File: src/rtl/vga_display_mem_arbiter.sv
// Shares one synchronous frame-buffer port between VGA scan-out (fixed 3-cycle
// hpos-to-pixel latency) and a FIFO-buffered pixel writer served only in blanking.
module vga_display_mem_arbiter #(
  parameter int unsigned POS_SIZE    = 9,
  parameter int unsigned FB_WIDTH    = 160,
  parameter int unsigned FB_HEIGHT   = 120,
  parameter int unsigned SCALE_SHIFT = 2,
  parameter int unsigned ADDR_W      = 15,
  parameter int unsigned DATA_W      = 8,
  parameter int unsigned WQ_DEPTH    = 4
) (
  input  logic              i_pixel_clock,
  input  logic              i_reset,
  input  logic [POS_SIZE:0] i_hpos,
  input  logic [POS_SIZE:0] i_vpos,
  input  logic              i_wr_valid,
  input  logic [ADDR_W-1:0] i_wr_addr,
  input  logic [DATA_W-1:0] i_wr_data,
  output logic              o_wr_ready,
  output logic [ADDR_W-1:0] o_mem_addr,
  output logic              o_mem_we,
  output logic [DATA_W-1:0] o_mem_wdata,
  input  logic [DATA_W-1:0] i_mem_rdata,
  output logic [DATA_W-1:0] o_pix_data,
  output logic              o_pix_valid
);

  localparam int unsigned PTR_W   = $clog2(WQ_DEPTH);
  localparam int unsigned CNT_W   = PTR_W + 1;
  localparam int unsigned FB_SIZE = FB_WIDTH * FB_HEIGHT;
  localparam logic [POS_SIZE:0] POS_OFF = '1;

  typedef enum logic [1:0] {
    MODE_IDLE  = 2'd0,
    MODE_FETCH = 2'd1,
    MODE_WRITE = 2'd2
  } mode_e;

  typedef struct packed {
    logic [ADDR_W-1:0] addr;
    logic [DATA_W-1:0] data;
  } wq_entry_t;

  mode_e             r_mode;
  mode_e             w_mode_nxt;
  wq_entry_t         r_wq [WQ_DEPTH];
  logic [PTR_W-1:0]  r_rd_ptr;
  logic [PTR_W-1:0]  r_wr_ptr;
  logic [CNT_W-1:0]  r_count;
  logic              r_fetch_d2;
  wq_entry_t         w_head;
  wq_entry_t         w_wr_entry;
  logic              w_active;
  logic              w_wq_empty;
  logic              w_push;
  logic              w_pop;
  logic              w_head_in_range;
  logic [ADDR_W-1:0] w_fetch_addr;
  logic [ADDR_W-1:0] w_mem_addr_nxt;
  logic [DATA_W-1:0] w_mem_wdata_nxt;
  logic              w_mem_we_nxt;

  assign w_active   = (i_hpos != POS_OFF) && (i_vpos != POS_OFF);
  assign w_wq_empty = (r_count == '0);
  assign o_wr_ready = i_reset && (r_count < CNT_W'(WQ_DEPTH));
  assign w_push     = i_wr_valid && o_wr_ready;

  assign w_head          = r_wq[r_rd_ptr];
  assign w_wr_entry      = '{addr: i_wr_addr, data: i_wr_data};
  assign w_head_in_range = (32'(w_head.addr) < FB_SIZE);

  // Downscaled raster position to linear frame-buffer address
  assign w_fetch_addr = ADDR_W'(((32'(i_vpos) >> SCALE_SHIFT) * 32'(FB_WIDTH))
                                + (32'(i_hpos) >> SCALE_SHIFT));

  // Mode register
  always_ff @(posedge i_pixel_clock) begin
    if (!i_reset) begin
      r_mode <= MODE_IDLE;
    end else begin
      r_mode <= w_mode_nxt;
    end
  end

  // Fixed priority: display fetch beats queued writes
  always_comb begin
    w_mode_nxt = MODE_IDLE;
    if (w_active) begin
      w_mode_nxt = MODE_FETCH;
    end else if (!w_wq_empty) begin
      w_mode_nxt = MODE_WRITE;
    end
  end

  // Memory-port controls for the mode being entered
  always_comb begin
    w_mem_addr_nxt  = o_mem_addr;
    w_mem_wdata_nxt = o_mem_wdata;
    w_mem_we_nxt    = 1'b0;
    w_pop           = 1'b0;
    unique case (w_mode_nxt)
      MODE_FETCH: begin
        w_mem_addr_nxt = w_fetch_addr;
      end
      MODE_WRITE: begin
        w_pop = 1'b1;
        if (w_head_in_range) begin
          w_mem_addr_nxt  = w_head.addr;
          w_mem_wdata_nxt = w_head.data;
          w_mem_we_nxt    = 1'b1;
        end
      end
      default: begin
      end
    endcase
  end

  always_ff @(posedge i_pixel_clock) begin
    if (!i_reset) begin
      o_mem_addr  <= '0;
      o_mem_wdata <= '0;
      o_mem_we    <= 1'b0;
    end else begin
      o_mem_addr  <= w_mem_addr_nxt;
      o_mem_wdata <= w_mem_wdata_nxt;
      o_mem_we    <= w_mem_we_nxt;
    end
  end

  // r_mode is fetch stage 1; rdata arrives alongside stage 2
  always_ff @(posedge i_pixel_clock) begin
    if (!i_reset) begin
      r_fetch_d2  <= 1'b0;
      o_pix_valid <= 1'b0;
      o_pix_data  <= '0;
    end else begin
      r_fetch_d2  <= (r_mode == MODE_FETCH);
      o_pix_valid <= r_fetch_d2;
      o_pix_data  <= r_fetch_d2 ? i_mem_rdata : '0;
    end
  end

  // Write-queue pointers and occupancy
  always_ff @(posedge i_pixel_clock) begin
    if (!i_reset) begin
      r_rd_ptr <= '0;
      r_wr_ptr <= '0;
      r_count  <= '0;
    end else begin
      if (w_push) begin
        r_wr_ptr <= r_wr_ptr + PTR_W'(1);
      end
      if (w_pop) begin
        r_rd_ptr <= r_rd_ptr + PTR_W'(1);
      end
      unique case ({w_push, w_pop})
        2'b10:   r_count <= r_count + CNT_W'(1);
        2'b01:   r_count <= r_count - CNT_W'(1);
        default: r_count <= r_count;
      endcase
    end
  end

  always_ff @(posedge i_pixel_clock) begin
    if (w_push) begin
      r_wq[r_wr_ptr] <= w_wr_entry;
    end
  end

endmodule
File: config.mk
export PLATFORM = sky130hd
export DESIGN_NAME = vga_display_mem_arbiter
export DESIGN_NICKNAME = d
export VERILOG_FILES = /design/src/rtl/vga_display_mem_arbiter.sv
export SDC_FILE = /design/constraint.sdc
export NUM_CORES = 1
export LEC_CHECK = 0
export BUFFER_PORTS_ARGS = -buffer_cell sky130_fd_sc_hd__buf_2
export CAP_MARGIN = 10
export CORE_MARGIN = 2
export CORE_UTILIZATION = 45
export DETAILED_ROUTE_END_ITERATION = 10
export PLACE_DENSITY = 0.65
export SLEW_MARGIN = 10
export SYNTH_ARGS = -nofsm -noshare
export SYNTH_HDL_FRONTEND = slang
export SYNTH_SLANG_ARGS = --single-unit
File: constraint.sdc
create_clock -name i_pixel_clock -period 4.2 [get_ports i_pixel_clock]
set_input_delay 0 -clock i_pixel_clock [delete_from_list [all_inputs] [get_ports i_pixel_clock]]
set_output_delay 0 -clock i_pixel_clock [all_outputs]
set_load 0.05 [all_outputs]
---- After elaboration in Yosys (flattened, before gate mapping) ----
Memories as Yosys holds them, arrays and structs flattened. A register that Yosys moved wholly into a read port is not among the register bits.
Cells that the tools add are included.
word-level totals
  flip-flop bits (word level) ............. 43
  output and inout port bits .............. 34
  memories kept ........................... 1
  bits of input ports ..................... 54
  logic and storage cells ................. 48
  bits in writable memories ............... 92
cells by class
  multipliers ............................. 1
  $lt $le $gt $ge ......................... 2
  eq/ne operators ......................... 8
  reductions and logical operators ........ 10
  $add $sub $neg .......................... 5
  muxes and demuxes ....................... 11
memories
  name  words  width  rd ports  clocked after memory_dff  write ports  RTL line  RTL
  r_wq  4      23     1         1                         1            46        wq_entry_t r_wq [WQ_DEPTH];
operator list
  cell                    count
  $pmux W15 S2            1
  $ne A10 B10 Y1 const B  2
  $add A15 B8 Y15         1
  $lt A15 B15 Y1 const B  1
  $mux W15                1
  $mul A8 B3 Y10 const B  1
  $mux W2                 4
  $reduce_and A2 Y1       4
  $eq A2 B1 Y1 const B    3
  $pmux W3 S2             1
  $add A2 B1 Y2 const B   2
  $eq A2 B2 Y1 const B    2
  $mux W1                 4
  $reduce_bool A2 Y1      2
  $add A3 B1 Y3 const B   1
  $logic_and A1 B1 Y1     3
  $logic_not A3 Y1        1
  $lt A3 B3 Y1 const B    1
  $sub A3 B1 Y3 const B   1
  $ne A2 B2 Y1 const B    1

---- Logic depth before layout (Yosys ltp) ----
Gate-level depths: netlist of run 1.
  depth in word-level cells ............... 7
  depth in mapped cells ................... 11
  depth with buffers taken out ............ 11

---- Worst setup path before layout of run 1 ----
OpenSTA, ideal clock, no wires.
  kind .................................... reg-to-reg
  from .................................... register r_count[2]
  to ...................................... register r_count[2]
  stages on the path, launching flop included .. 10
  setup slack ............................. 1748 ps
  arrival ................................. 2377 ps
  path buffers ............................ 0
  setup time .............................. 76 ps
  path through ............................ dfxtp_1 -> nor2b_1 -> and2_1 -> inv_1 -> ha_1 -> inv_1 -> fa_1 -> xor2_1 -> or3_1 -> a21boi_0
between the ends
  elaborated cells between the ends (all ways) .. 14
  those cells by class .................... 2 x add/sub; 1 x order compare; 3 x eq/ne; 4 x mux; 4 x reduce/logical
RTL lines
  what                                               RTL line  RTL
  from (decl)                                        49        logic [CNT_W-1:0] r_count;
  from (signal assigned)                             157       2'b10: r_count <= r_count + CNT_W'(1);
  from (signal assigned)                             158       2'b01: r_count <= r_count - CNT_W'(1);
  from (signal assigned)                             159       default: r_count <= r_count;
  $lt A3 B3 Y1 *                                     65        assign o_wr_ready = i_reset && (r_count < CNT_W'(WQ_DEPTH));
  $logic_and A1 B1 Y1 *                              65
  named net o_wr_ready                               19        output logic o_wr_ready,
  $logic_and A1 B1 Y1 *                              66        assign w_push = i_wr_valid && o_wr_ready;
  $eq A2 B1 Y1 or $eq A2 B2 Y1 (tied branches)       156       unique case ({w_push, w_pop})
  $pmux W3 S2 or $reduce_bool A2 Y1 (tied branches)  --
Mark *: on every way through the listed nets, which the timed path passes. The rest lies on a longest branch.
A chain may end at the register's enable or synchronous reset.

==> flow_summary.rst, run 1 <==
.. list-table::
   :header-rows: 1

   * - Metric
     - Value
   * - End of the worst hold path
     - r_wr_ptr[1]$_SDFFE_PN0P_
   * - Portion of the post-synthesis area used by sequential elements
     - 0.641
   * - Die height
     - 117 µm
   * - Ant. Diodes
     - 0
   * - Number of cells traversed by the worst register-to-register path
     - 7
   * - Worst Clk Skew
     - 0.00437 ns
   * - Category of the most critical setup path
     - reg -> reg
   * - Remaining max-slew budget at the tightest pin
     - 0.480
   * - Final layout net count
     - 582
   * - Startpoint kind of the worst setup timing path
     - flip-flop
   * - Vias in the first global route
     - 3428
   * - First-pass GRT wire length
     - 17.2 mm
   * - TritonCTS clock tree
     - yes
   * - Setup slack on the worst flop-to-flop path
     - 1.18 ns
   * - RSZ-0062 raised after global routing
     - false
   * - Portion of total power attributed to combinational logic
     - 0.105
   * - Crit path capture type
     - flip-flop
   * - Pin slew with the least headroom to its limit
     - 0.780 ns
   * - DRC
     - 0
   * - Synthesized area per cell
     - 15.4 µm²
   * - Areal power density over the cells
     - 441 nW/µm²
   * - Total buffers and inverters traversed by the critical path
     - 1
   * - Net count after synthesis
     - 447
   * - Setup ws final
     - 1.18 ns
   * - Maximum number of pins on one net before global-route repair
     - 48
   * - RR Endpoint
     - o_mem_addr[7]$_SDFFE_PN0P_
   * - DP HPWL
     - 7.24 mm
   * - Number of standard-cell rows in the floorplan
     - 41
   * - Maximum ir drop on the vdd rail
     - 0.327 mV
   * - Proportion of layout cells with a drive suffix above 1
     - 0.293
   * - Hold Crit Start
     - i_wr_valid
   * - Post-Synthesis Cell Area
     - 5710 µm²
   * - Crit-path cells
     - buf_4, mux4_2, a211o_1, a21boi_2, a21o_1, o311ai_1, o211a_1
   * - Tot GR Track Use
     - 0.174
   * - Maximum capacitance violations
     - 0
   * - Detailed-route wire length per cell
     - 15.7 µm
   * - Sequential fraction of design power
     - 0.473
   * - Sum of negative setup slack
     - 0 ns
   * - Routed vias
     - 3406
   * - Aggregate global routing overflow
     - 0
   * - Dpl ws
     - 1.13 ns
   * - Placer Congestion
     - 0.834
   * - Post-route minimum period
     - 3.02 ns
   * - Largest stage delay, worst path
     - 0.62 ns
   * - Final count of pins violating max slew
     - 0
   * - Count of buffers from port buffering
     - 87
   * - Post-synthesis register bit count
     - 137
   * - Die boundary width
     - 117 µm
   * - Latest clock arrival within the worst-skew pair
     - 0.41 ns
   * - Portion of the clock cycle consumed by the worst path in the final layout
     - 0.719
   * - Syn Inst Count
     - 370
   * - Total clock buffers created by CTS
     - 17
   * - Ports placed on the boundary
     - 88
   * - Final count of hold timing violations
     - 0
   * - Maximum level of the CTS H-tree
     - 4
   * - Antenna violation net count after detailed routing
     - 0
   * - Setup-failing EPs final
     - 0
   * - Clock transition at the register clock pins on the worst setup and hold paths after CTS
     - 0.05 ns
   * - Count of routing violations after the opening detailed-route iteration
     - 136
   * - Largest fanout on the critical path
     - 26
   * - Area of the die
     - 13600 µm²
   * - Required time worst endpoint
     - 4.50 ns
   * - Net Sw Power
     - 0.000743 W
   * - Number of antenna violations at the first check in global routing
     - 0
   * - Final-layout worst hold slack
     - 0.0395 ns
   * - Peak clock frequency supported by timing
     - 0.331 GHz
   * - Arrival time at the worst endpoint
     - 3.32 ns
   * - Area inside the core boundary
     - 12500 µm²
   * - Cell count of the worst hold path
     - 3
   * - Pleak
     - 2.81 nW
   * - Average via count per standard cell
     - 4.94
   * - Number of cells in the finished layout apart from fillers
     - 690
   * - Run status
     - completed
   * - Maximum clock insertion buffer count
     - 2
   * - Clock net sink count
     - 137
   * - Internal cell power
     - 0.00245 W
   * - Tightest Hold Check Type
     - in -> reg
   * - Switching power as a share of total power
     - 0.233
   * - Total Routed Length
     - 10.8 mm
   * - Placed insts
     - 622
   * - Master cell of the clock root buffer
     - sky130_fd_sc_hd__clkbuf_16
   * - Initial Utilization
     - 0.456
   * - Area growth from synthesis to layout
     - 26.7%
   * - Number of different library cells in the post-synthesis netlist
     - 44
   * - YS warnings
     - 0
   * - Relative contribution of the clock network to total power
     - 0.422
   * - Cell at the slowest stage of the critical path
     - sky130_fd_sc_hd__a21o_1
   * - Detailed-router iteration count before antenna repair
     - 4
   * - Resized cells post-CTS
     - 0
   * - Critical path's top delay family
     - compound AO/OA/AOI/OAI gates
-- placed cells by master (no fill, tap or decap), types with 2 or more instances in the layout --
cell type	instances
sky130_fd_sc_hd__edfxtp_1	92
sky130_fd_sc_hd__buf_2	87
sky130_fd_sc_hd__dfxtp_1	45
sky130_fd_sc_hd__dlygate4sd3_1	36
sky130_fd_sc_hd__nand2_1	23
sky130_fd_sc_hd__mux4_2	23
sky130_fd_sc_hd__ha_1	20
sky130_fd_sc_hd__mux2i_1	17
sky130_fd_sc_hd__clkbuf_16	17
sky130_fd_sc_hd__nor2b_1	15
sky130_fd_sc_hd__and3_1	13
sky130_fd_sc_hd__inv_1	12
sky130_fd_sc_hd__xnor2_1	12
sky130_fd_sc_hd__and2_1	10
sky130_fd_sc_hd__o211a_1	10
sky130_fd_sc_hd__nor2_1	9
sky130_fd_sc_hd__buf_4	9
sky130_fd_sc_hd__o21ai_0	6
sky130_fd_sc_hd__clkinv_2	5
sky130_fd_sc_hd__nand4_1	4
sky130_fd_sc_hd__a21o_1	4
sky130_fd_sc_hd__a21oi_1	4
sky130_fd_sc_hd__clkinvlp_4	4
sky130_fd_sc_hd__or3_1	3
sky130_fd_sc_hd__xor2_1	3
sky130_fd_sc_hd__o211ai_1	3
sky130_fd_sc_hd__fa_1	3
sky130_fd_sc_hd__o21ai_1	2
sky130_fd_sc_hd__o21bai_1	2
sky130_fd_sc_hd__o21a_1	2
sky130_fd_sc_hd__nand3_1	2
sky130_fd_sc_hd__o22ai_1	2
sky130_fd_sc_hd__clkbuf_1	2
sky130_fd_sc_hd__clkinv_4	2
-- metrics by stage --
stage | total power [W] | utilization | cell area, µm²
6_report | 0.00319 | 0.578 | 7240
5_1_grt | 0.00332 | 0.578 | 7240
4_1_cts | 0.00323 | 0.578 | 7240
3_5_place_dp | 0.00185 | 0.506 | 6330
3_3_place_gp | 0.00184 | 0.506 | 6330
2_1_floorplan | 0.00175 | - | 5710
-- worst min-delay path: stages --
cell and delay (ns):
sky130_fd_sc_hd__buf_2 0.10, sky130_fd_sc_hd__and2_1 0.21, sky130_fd_sc_hd__o21ai_1 0.09
-- worst max-delay path by stage --
stage                                  to  slack (ns)  cells past startpoint
6_report       o_mem_addr[7]$_SDFFE_PN0P_        1.18                      7
5_1_grt        o_mem_addr[7]$_SDFFE_PN0P_        0.93                      7
4_1_cts        o_mem_addr[7]$_SDFFE_PN0P_        1.12                      7
3_5_place_dp   o_mem_addr[7]$_SDFFE_PN0P_        1.13                      7
3_3_place_gp   o_mem_addr[7]$_SDFFE_PN0P_        1.25                      7
2_1_floorplan     r_count[2]$_SDFFE_PN0P_        1.75                      9
-- power groups by stage --
stage / Combinational (W) / Sequential [W] / Clock [W]
after global routing: 0.000371 / 0.00151 / 0.00143
after detailed placement: 0.000310 / 0.00154 / 0
after global placement: 0.000306 / 0.00154 / 0
after floorplan: 0.000150 / 0.00160 / 0
after CTS: 0.000339 / 0.00151 / 0.00138
final: 0.000336 / 0.00151 / 0.00135
-- final cells by class --
| class | instances | area [µm²] |
|---|---|---|
| repair buffers | 132 | 863 |
| fillers | 1039 | 5280 |
| flip-flops and latches | 137 | 3660 |
| inverters | 12 | 45.0 |
| multi-input cells | 205 | 1900 |
| clock buffers | 20 | 447 |
| well taps | 172 | 215 |
| clock inverters | 12 | 103 |
-- metal layers --
layer | up-vias | GRT usage | part of all wire | routed length (µm)
li1 | 1670 | - | - | -
met1 | 1623 | 0.218 | 0.44 | 4800
met2 | 104 | 0.286 | 0.48 | 5230
met3 | 9 | 0.0571 | 0.063 | 683
met4 | 0 | 0.0612 | 0.0097 | 105
met5 | - | 0 | 0 | 0
-- synthesized netlist by cell type, drive strengths merged --
cell | count | share of area
a21o | 4 | 0.0053
nand3b | 1 | 0.0013
xor2 | 3 | 0.0046
a211o | 1 | 0.0015
mux4 | 23 | 0.091
nand2 | 24 | 0.016
nor3b | 1 | 0.0013
edfxtp | 92 | 0.48
o21bai | 2 | 0.0026
nor2b | 15 | 0.016
dfxtp | 45 | 0.16
or3 | 3 | 0.0033
nand3 | 2 | 0.0018
nor3 | 1 | 0.00088
nor2 | 9 | 0.0059
mux2i | 17 | 0.030
ha | 20 | 0.044
and2 | 10 | 0.011
nor4b | 1 | 0.0015
xnor2 | 12 | 0.018
inv | 12 | 0.0079
nand4 | 4 | 0.0044
o21ai | 8 | 0.0070
o31a | 1 | 0.0015
fa | 3 | 0.011
a21oi | 5 | 0.0044
buf | 10 | 0.015
o21a | 2 | 0.0026
o211ai | 3 | 0.0039
o22ai | 2 | 0.0022
o2bb2ai | 1 | 0.0015
o211a | 10 | 0.018
o311ai | 1 | 0.0015
a211oi | 1 | 0.0013
clkbuf | 6 | 0.0039
and3 | 13 | 0.014
a21boi | 2 | 0.0033
-- logic make-up (layout without fill, tap and decap cells) --
group                      count (synthesis)  in the layout  synth area share
DFF                                      137            137             0.641
muxes                                     40             40             0.120
xor gates and xnor gates                  15             15            0.0230
adders and majority gates                 23             23            0.0543
buffers and inverters                     28            176            0.0265
and+or+nand+nor                           84             84            0.0782
AOI/OAI and AO/OA                         43             43            0.0563
-- flip-flops by register name (all words and copies together), names as in the netlist, named ones only --
register	cells
o_mem_addr	15
r_rd_ptr	2
o_pix_data	8
r_count	3
o_mem_wdata	8
r_wq	92
r_fetch_d2	1
o_pix_valid	1
r_wr_ptr	2
r_mode	2
o_mem_we	1
-- timing repair --
action | 4_1_cts | 5_1_grt
setup buffers | 0 | 0
hold buffers | 36 | 0
endpoints found under the hold margin | 105 | 0
No activity file was read; power rests on OpenSTA's default activity.
==> run 2: changes to the inputs <==
- PLACE_DENSITY: 0.65 -> 0.67
- clock period: 4.2 -> 2.45 ns (I/O delays scaled with it)
==> run 2 against run 1 <==
Against the previous run:
- register-to-register slack worse by 1.0 ns
- worst setup slack worse by 1.0 ns
- flip-flop and latch count stayed put
- non-clock buffer count increased by 8
- hold slack better by 0.0015 ns
- global-route usage grew 0.30 points
- power increased by 72%
- via count increased by 2.2%
- clock skew rose by 0.0054 ns
- critical path type unchanged
- largest power group unchanged
- highest routed layer unchanged
==> flow_summary.rst, run 2 (synthesis gave the netlist of run 1 again) <==
.. list-table::
   :header-rows: 1

   * - Metric
     - Value
   * - Run status
     - completed (unchanged)
   * - Clock transition at the register clock pins on the worst setup and hold paths after CTS
     - 0.06 ns (was 0.05 ns)
   * - DP HPWL
     - 7.39 mm (was 7.24 mm)
   * - Portion of the clock cycle consumed by the worst path in the final layout
     - 0.935 (was 0.719)
   * - RR Endpoint
     - o_mem_addr[10]$_SDFFE_PN0P_ (was o_mem_addr[7]$_SDFFE_PN0P_)
   * - Clock net sink count
     - 137 (unchanged)
   * - Die boundary width
     - 117 µm (unchanged)
   * - Maximum capacitance violations
     - 0 (unchanged)
   * - Final-layout worst hold slack
     - 0.0410 ns (was 0.0395 ns)
   * - Pin slew with the least headroom to its limit
     - 0.407 ns (was 0.780 ns)
   * - TritonCTS clock tree
     - yes (unchanged)
   * - Average via count per standard cell
     - 4.99 (was 4.94)
   * - Number of cells in the finished layout apart from fillers
     - 698 (was 690)
   * - Latest clock arrival within the worst-skew pair
     - 0.42 ns (was 0.41 ns)
   * - Leading cell types in the layout, fill and taps excluded
     - 92 x sky130_fd_sc_hd__edfxtp_1, 87 x sky130_fd_sc_hd__buf_2, 44 x sky130_fd_sc_hd__dfxtp_1 (was 92 x sky130_fd_sc_hd__edfxtp_1, 87 x sky130_fd_sc_hd__buf_2, 45 x sky130_fd_sc_hd__dfxtp_1)
   * - Tot GR Track Use
     - 0.177 (was 0.174)
   * - Arrival time at the worst endpoint
     - 2.60 ns (was 3.32 ns)
   * - Placed insts
     - 630 (was 622)
   * - Most common library cell in the layout ignoring fill and taps
     - sky130_fd_sc_hd__edfxtp_1 (unchanged)
   * - Register containing the most flip-flops in the final layout
     - r_wq (unchanged)
   * - Worst Clk Skew
     - 0.00980 ns (was 0.00437 ns)
   * - Remaining max-slew budget at the tightest pin
     - 0.729 (was 0.480)
   * - Total Routed Length
     - 11.1 mm (was 10.8 mm)
   * - Largest stage delay, worst path
     - 0.56 ns (was 0.62 ns)
   * - Tightest Hold Check Type
     - in -> reg (unchanged)
   * - Category of the most critical setup path
     - reg -> reg (unchanged)
   * - End of the worst hold path
     - r_wr_ptr[1]$_SDFFE_PN0P_ (unchanged)
   * - Number of standard-cell rows in the floorplan
     - 41 (unchanged)
   * - Post-route minimum period
     - 2.29 ns (was 3.02 ns)
   * - Vias in the first global route
     - 3486 (was 3428)
   * - Maximum clock insertion buffer count
     - 2 (unchanged)
   * - Ant. Diodes
     - 0 (unchanged)
   * - Aggregate global routing overflow
     - 0 (unchanged)
   * - Final layout net count
     - 590 (was 582)
   * - Setup-failing EPs final
     - 0 (unchanged)
   * - Detailed-route wire length per cell
     - 15.9 µm (was 15.7 µm)
   * - Area inside the core boundary
     - 12500 µm² (unchanged)
   * - Master cell of the clock root buffer
     - sky130_fd_sc_hd__clkbuf_16 (unchanged)
   * - Total clock buffers created by CTS
     - 17 (unchanged)
   * - Layout Cell Area excl Fill
     - 7310 µm² (was 7240 µm²)
   * - Proportion of layout cells with a drive suffix above 1
     - 0.304 (was 0.293)
   * - Flip-flop count of the largest register after layout
     - 92 (unchanged)
   * - DRC
     - 0 (unchanged)
   * - Count of routing violations after the opening detailed-route iteration
     - 244 (was 136)
   * - Crit path capture type
     - flip-flop (unchanged)
   * - Initial Utilization
     - 0.456 (unchanged)
   * - Largest fanout on the critical path
     - 26 (unchanged)
   * - Required time worst endpoint
     - 2.75 ns (was 4.50 ns)
   * - Placer Congestion
     - 0.788 (was 0.834)
   * - Ports placed on the boundary
     - 88 (unchanged)
   * - Startpoint kind of the worst setup timing path
     - flip-flop (unchanged)
   * - Placed cell areas
     - 6400 µm² (was 6330 µm²)
   * - Setup bufs post-CTS
     - 0 (unchanged)
   * - Pwr Total
     - 0.00549 W (was 0.00319 W)
   * - Areal power density over the cells
     - 750 nW/µm² (was 441 nW/µm²)
   * - Count of buffers from port buffering
     - 87 (unchanged)
   * - Routed vias
     - 3481 (was 3406)
   * - Antenna violation net count after detailed routing
     - 0 (unchanged)
   * - Maximum level of the CTS H-tree
     - 4 (unchanged)
   * - Number of cells traversed by the worst register-to-register path
     - 8 (was 7)
   * - Largest registers in the final layout
     - r_wq: 92 flops, o_mem_addr: 15 flops (unchanged)
   * - First-pass GRT wire length
     - 17.8 mm (was 17.2 mm)
   * - Final count of hold timing violations
     - 0 (unchanged)
   * - Final count of pins violating max slew
     - 0 (unchanged)
   * - Cell count of the worst hold path
     - 3 (unchanged)
   * - Setup slack on the worst flop-to-flop path
     - 0.16 ns (was 1.18 ns)
   * - Maximum ir drop on the vdd rail
     - 0.552 mV (was 0.327 mV)
   * - Maximum number of pins on one net before global-route repair
     - 47 (was 48)
   * - Detailed-router iteration count before antenna repair
     - 4 (unchanged)
   * - Area of the die
     - 13600 µm² (unchanged)
   * - Area growth from synthesis to layout
     - 28.0% (was 26.7%)
   * - Hold Crit Start
     - i_wr_valid (unchanged)
   * - Cell at the slowest stage of the critical path
     - sky130_fd_sc_hd__mux4_2 (was sky130_fd_sc_hd__a21o_1)
   * - Pleak
     - 2.85 nW (was 2.81 nW)
   * - Peak clock frequency supported by timing
     - 0.436 GHz (was 0.331 GHz)
   * - Crit-path cells
     - buf_4, mux4_2, a211o_1, a21boi_2, a21o_1, buf_12, mux2i_1, nor2b_1 (was buf_4, mux4_2, a211o_1, a21boi_2, a21o_1, o311ai_1, o211a_1)
   * - Die height
     - 117 µm (unchanged)
   * - RSZ-0062 raised after global routing
     - false (unchanged)
   * - Number of antenna violations at the first check in global routing
     - 0 (unchanged)
   * - Sum of negative setup slack
     - 0 ns (unchanged)
-- run 2: repair_timing --
| action | in CTS | in global routing |
|---|---|---|
| endpoints found under the setup margin | 0 | 23 |
| gates resized for setup | 0 | 2 |
| hold buffers | 36 | 0 |
| endpoints found under the hold margin | 105 | 0 |
-- run 2: report_power, final --
part	internal, W	switching (W)
sequential	0.00255	0.0000374
clock	0.00139	0.000916
combinational	0.000249	0.000340
-- run 2: layer usage --
metal | up-vias | track usage | wire [µm]
met2 | 100 | 0.270 | 5090
met3 | 10 | 0.0618 | 589
met5 | - | 0 | 0
met4 | 0 | 0.0580 | 104
met1 | 1690 | 0.240 | 5310
li1 | 1681 | - | -
-- run 2: critical path, delay by kind of cell, from the launching register on --
family / cells / cell delay, ns
buffers and inverters: 2 / 0.37
flip-flops: 1 / 0.41
AO/OA/AOI/OAI: 3 / 0.59
multiplexers: 2 / 0.75
AND/OR/NAND/NOR: 1 / 0.06
-- run 2: layout make-up --
type                       instances  area, µm²
fill                            1023       5210
sequential                       137       3660
multi-input combinational        205       1900
timing repair buffer             140        940
clock buffer                      21        440
tap                              172        215
clock inverter                    11        101
inverter                          12       45.0
-- run 2: metrics by stage --
step | worst slack (ns) | utilization
3_5_place_dp | 0.0289 | 0.512
2_1_floorplan | 0.0381 | -
6_report | 0.158 | 0.584
5_1_grt | 0.0210 | 0.584
3_3_place_gp | 0.0807 | 0.512
4_1_cts | 0.00657 | 0.584
-- run 2: worst max-delay path by stage --
stage / slack, ns / to / from / cells after the start
6_report: 0.16 / o_mem_addr[10]$_SDFFE_PN0P_ / flip-flop / 8
5_1_grt: 0.02 / o_mem_addr[6]$_SDFFE_PN0P_ / flip-flop / 8
4_1_cts: 0.007 / o_mem_addr[10]$_SDFFE_PN0P_ / flip-flop / 8
3_5_place_dp: 0.03 / o_mem_addr[11]$_SDFFE_PN0P_ / flip-flop / 8
3_3_place_gp: 0.08 / o_mem_addr[10]$_SDFFE_PN0P_ / flip-flop / 8
2_1_floorplan: 0.04 / r_count[2]$_SDFFE_PN0P_ / i_vpos[7] / 10
==> run 3: changes to the inputs <==
- MAX_ROUTING_LAYER: unset -> met4
==> run 3 against run 2 <==
Against the previous run:
- combinational power hardly changed
- hold slack worse by 0.0014 ns
- die area did not move
- sequential share of layout area did not move
- worst setup slack worse by 0.0027 ns
- register-to-register slack is essentially flat
- via count down 0.23%
- power about the same
- final area unchanged
- routed wire length decreased by 0.28%
- critical endpoint unchanged
- clock-buffer cell count is the same
==> flow_summary.rst, run 3 (synthesis gave the netlist of run 1 again) <==
.. list-table::
   :header-rows: 1

   * - Metric
     - Value
   * - Average via count per standard cell
     - 4.98 (was 4.99)
   * - TritonCTS clock tree
     - yes (unchanged)
   * - Register containing the most flip-flops in the final layout
     - r_wq (unchanged)
   * - Aggregate global routing overflow
     - 0 (unchanged)
   * - Setup bufs post-CTS
     - 0 (unchanged)
   * - Remaining max-slew budget at the tightest pin
     - 0.730 (was 0.729)
   * - Number of standard-cell rows in the floorplan
     - 41 (unchanged)
   * - Peak clock frequency supported by timing
     - 0.436 GHz (about the same)
   * - Areal power density over the cells
     - 750 nW/µm² (about the same)
   * - Largest registers in the final layout
     - r_wq: 92 flops, o_mem_addr: 15 flops (unchanged)
   * - Largest fanout on the critical path
     - 26 (unchanged)
   * - Category of the most critical setup path
     - reg -> reg (unchanged)
   * - Crit path capture type
     - flip-flop (unchanged)
   * - Antenna violation net count after detailed routing
     - 0 (unchanged)
   * - Proportion of layout cells with a drive suffix above 1
     - 0.304 (unchanged)
   * - Hold Crit Start
     - i_wr_valid (unchanged)
   * - Maximum ir drop on the vdd rail
     - 0.551 mV (was 0.552 mV)
   * - Tightest Hold Check Type
     - in -> reg (unchanged)
   * - Worst Clk Skew
     - 0.00967 ns (was 0.00980 ns)
   * - Master cell of the clock root buffer
     - sky130_fd_sc_hd__clkbuf_16 (unchanged)
   * - Run status
     - completed (unchanged)
   * - Filler Cell Count
     - 1023 (unchanged)
   * - Final layout net count
     - 590 (unchanged)
   * - Placed cell areas
     - 6400 µm² (unchanged)
   * - Pin slew with the least headroom to its limit
     - 0.405 ns (was 0.407 ns)
   * - Final count of hold timing violations
     - 0 (unchanged)
   * - Detailed-route wire length per cell
     - 15.8 µm (was 15.9 µm)
   * - Total clock buffers created by CTS
     - 17 (unchanged)
   * - Count of buffers from port buffering
     - 87 (unchanged)
   * - Post-route minimum period
     - 2.29 ns (about the same)
   * - Die boundary width
     - 117 µm (unchanged)
   * - Pleak
     - 2.85 nW (unchanged)
   * - Flip-flop count of the largest register after layout
     - 92 (unchanged)
   * - Area inside the core boundary
     - 12500 µm² (unchanged)
   * - Portion of the clock cycle consumed by the worst path in the final layout
     - 0.937 (was 0.935)
   * - Setup-failing EPs final
     - 0 (unchanged)
   * - Die height
     - 117 µm (unchanged)
   * - Routed vias
     - 3473 (was 3481)
   * - Vias in the first global route
     - 3479 (was 3486)
   * - DP HPWL
     - 7.39 mm (unchanged)
   * - Final count of pins violating max slew
     - 0 (unchanged)
   * - Number of antenna violations at the first check in global routing
     - 0 (unchanged)
   * - Most common library cell in the layout ignoring fill and taps
     - sky130_fd_sc_hd__edfxtp_1 (unchanged)
   * - RSZ-0062 raised after global routing
     - false (unchanged)
   * - Layout Cell Area excl Fill
     - 7310 µm² (unchanged)
   * - Latest clock arrival within the worst-skew pair
     - 0.42 ns (about the same)
   * - Arrival time at the worst endpoint
     - 2.60 ns (about the same)
   * - Maximum level of the CTS H-tree
     - 4 (unchanged)
   * - Ant. Diodes
     - 0 (unchanged)
   * - First-pass GRT wire length
     - 17.8 mm (about the same)
   * - Maximum capacitance violations
     - 0 (unchanged)
   * - DRC
     - 0 (unchanged)
   * - Sum of negative setup slack
     - 0 ns (unchanged)
   * - Initial Utilization
     - 0.456 (unchanged)
   * - Required time worst endpoint
     - 2.75 ns (about the same)
   * - Clock transition at the register clock pins on the worst setup and hold paths after CTS
     - 0.06 ns (about the same)
   * - Area growth from synthesis to layout
     - 28.0% (unchanged)
   * - Total Routed Length
     - 11.1 mm (about the same)
   * - Maximum clock insertion buffer count
     - 2 (unchanged)
   * - Tot GR Track Use
     - 0.183 (was 0.177)
   * - Count of routing violations after the opening detailed-route iteration
     - 226 (was 244)
   * - Clock net sink count
     - 137 (unchanged)
   * - Maximum number of pins on one net before global-route repair
     - 47 (unchanged)
   * - Leading cell types in the layout, fill and taps excluded
     - 92 x sky130_fd_sc_hd__edfxtp_1, 87 x sky130_fd_sc_hd__buf_2, 44 x sky130_fd_sc_hd__dfxtp_1 (unchanged)
   * - Startpoint kind of the worst setup timing path
     - flip-flop (unchanged)
   * - Ports placed on the boundary
     - 88 (unchanged)
   * - Placer Congestion
     - 0.799 (was 0.788)
   * - Area of the die
     - 13600 µm² (unchanged)
   * - Detailed-router iteration count before antenna repair
     - 5 (was 4)
## run 3: metal layers
metal,global-route usage,vias up,part of all wire
met3,0.0607,9,0.047
met4,0.0580,0,0.0086
met2,0.269,93,0.46
li1,-,1680,-
met1,0.242,1691,0.48
met5,-,-,0
## run 3: area by class of cell
class	count	area [µm²]	area share
clock buffers	21	440	0.0602
flip-flops and latches	137	3660	0.501
repair buffers	140	940	0.129
well taps	172	215	0.0294
clock inverters	11	101	0.0139
inverters	12	45.0	0.00616
multi-input cells	205	1900	0.260
## run 3: repair_timing
item                                    4_1_cts  5_1_grt
hold endpoints to repair                    105        0
resized for setup                             0        2
hold buffers                                 36        0
endpoints found under the setup margin        0       23
## run 3: final timing paths
kind,cells past startpoint,slack (ns),end
min reg2reg,1,0.39,r_fetch_d2$_SDFF_PN0_
min,3,0.04,r_wr_ptr[1]$_SDFFE_PN0P_
max,8,0.16,o_mem_addr[10]$_SDFFE_PN0P_
max reg2reg,8,0.16,o_mem_addr[10]$_SDFFE_PN0P_
## run 3: through the flow
stage | instances | utilization | worst slack (ns) | total power (W) | hold slack [ns]
6_report | 698 | 0.584 | 0.156 | 0.00548 | 0.0396
5_1_grt | 698 | 0.584 | 0.0153 | 0.00571 | 0.0808
4_1_cts | 698 | 0.584 | 0.00657 | 0.00553 | 0.0363
3_5_place_dp | 630 | 0.512 | 0.0289 | 0.00318 | 0.220
3_3_place_gp | 630 | 0.512 | 0.0807 | 0.00317 | 0.209
2_1_floorplan | 370 | - | 0.0381 | 0.00300 | 0.0989
## run 3: report_power, final
group	leakage, nW	internal, W	switching, W
Clock	0.253	0.00139	0.000913
Sequential	1.20	0.00255	0.0000377
Combinational	1.39	0.000249	0.000340
## run 3: critical path, stage by stage (launching register included)
cell,delay (ns)
sky130_fd_sc_hd__dfxtp_2,0.41
sky130_fd_sc_hd__buf_4,0.20
sky130_fd_sc_hd__mux4_2,0.56
sky130_fd_sc_hd__a211o_1,0.28
sky130_fd_sc_hd__a21boi_2,0.17
sky130_fd_sc_hd__a21o_1,0.14
sky130_fd_sc_hd__buf_12,0.17
sky130_fd_sc_hd__mux2i_1,0.19
sky130_fd_sc_hd__nor2b_1,0.06
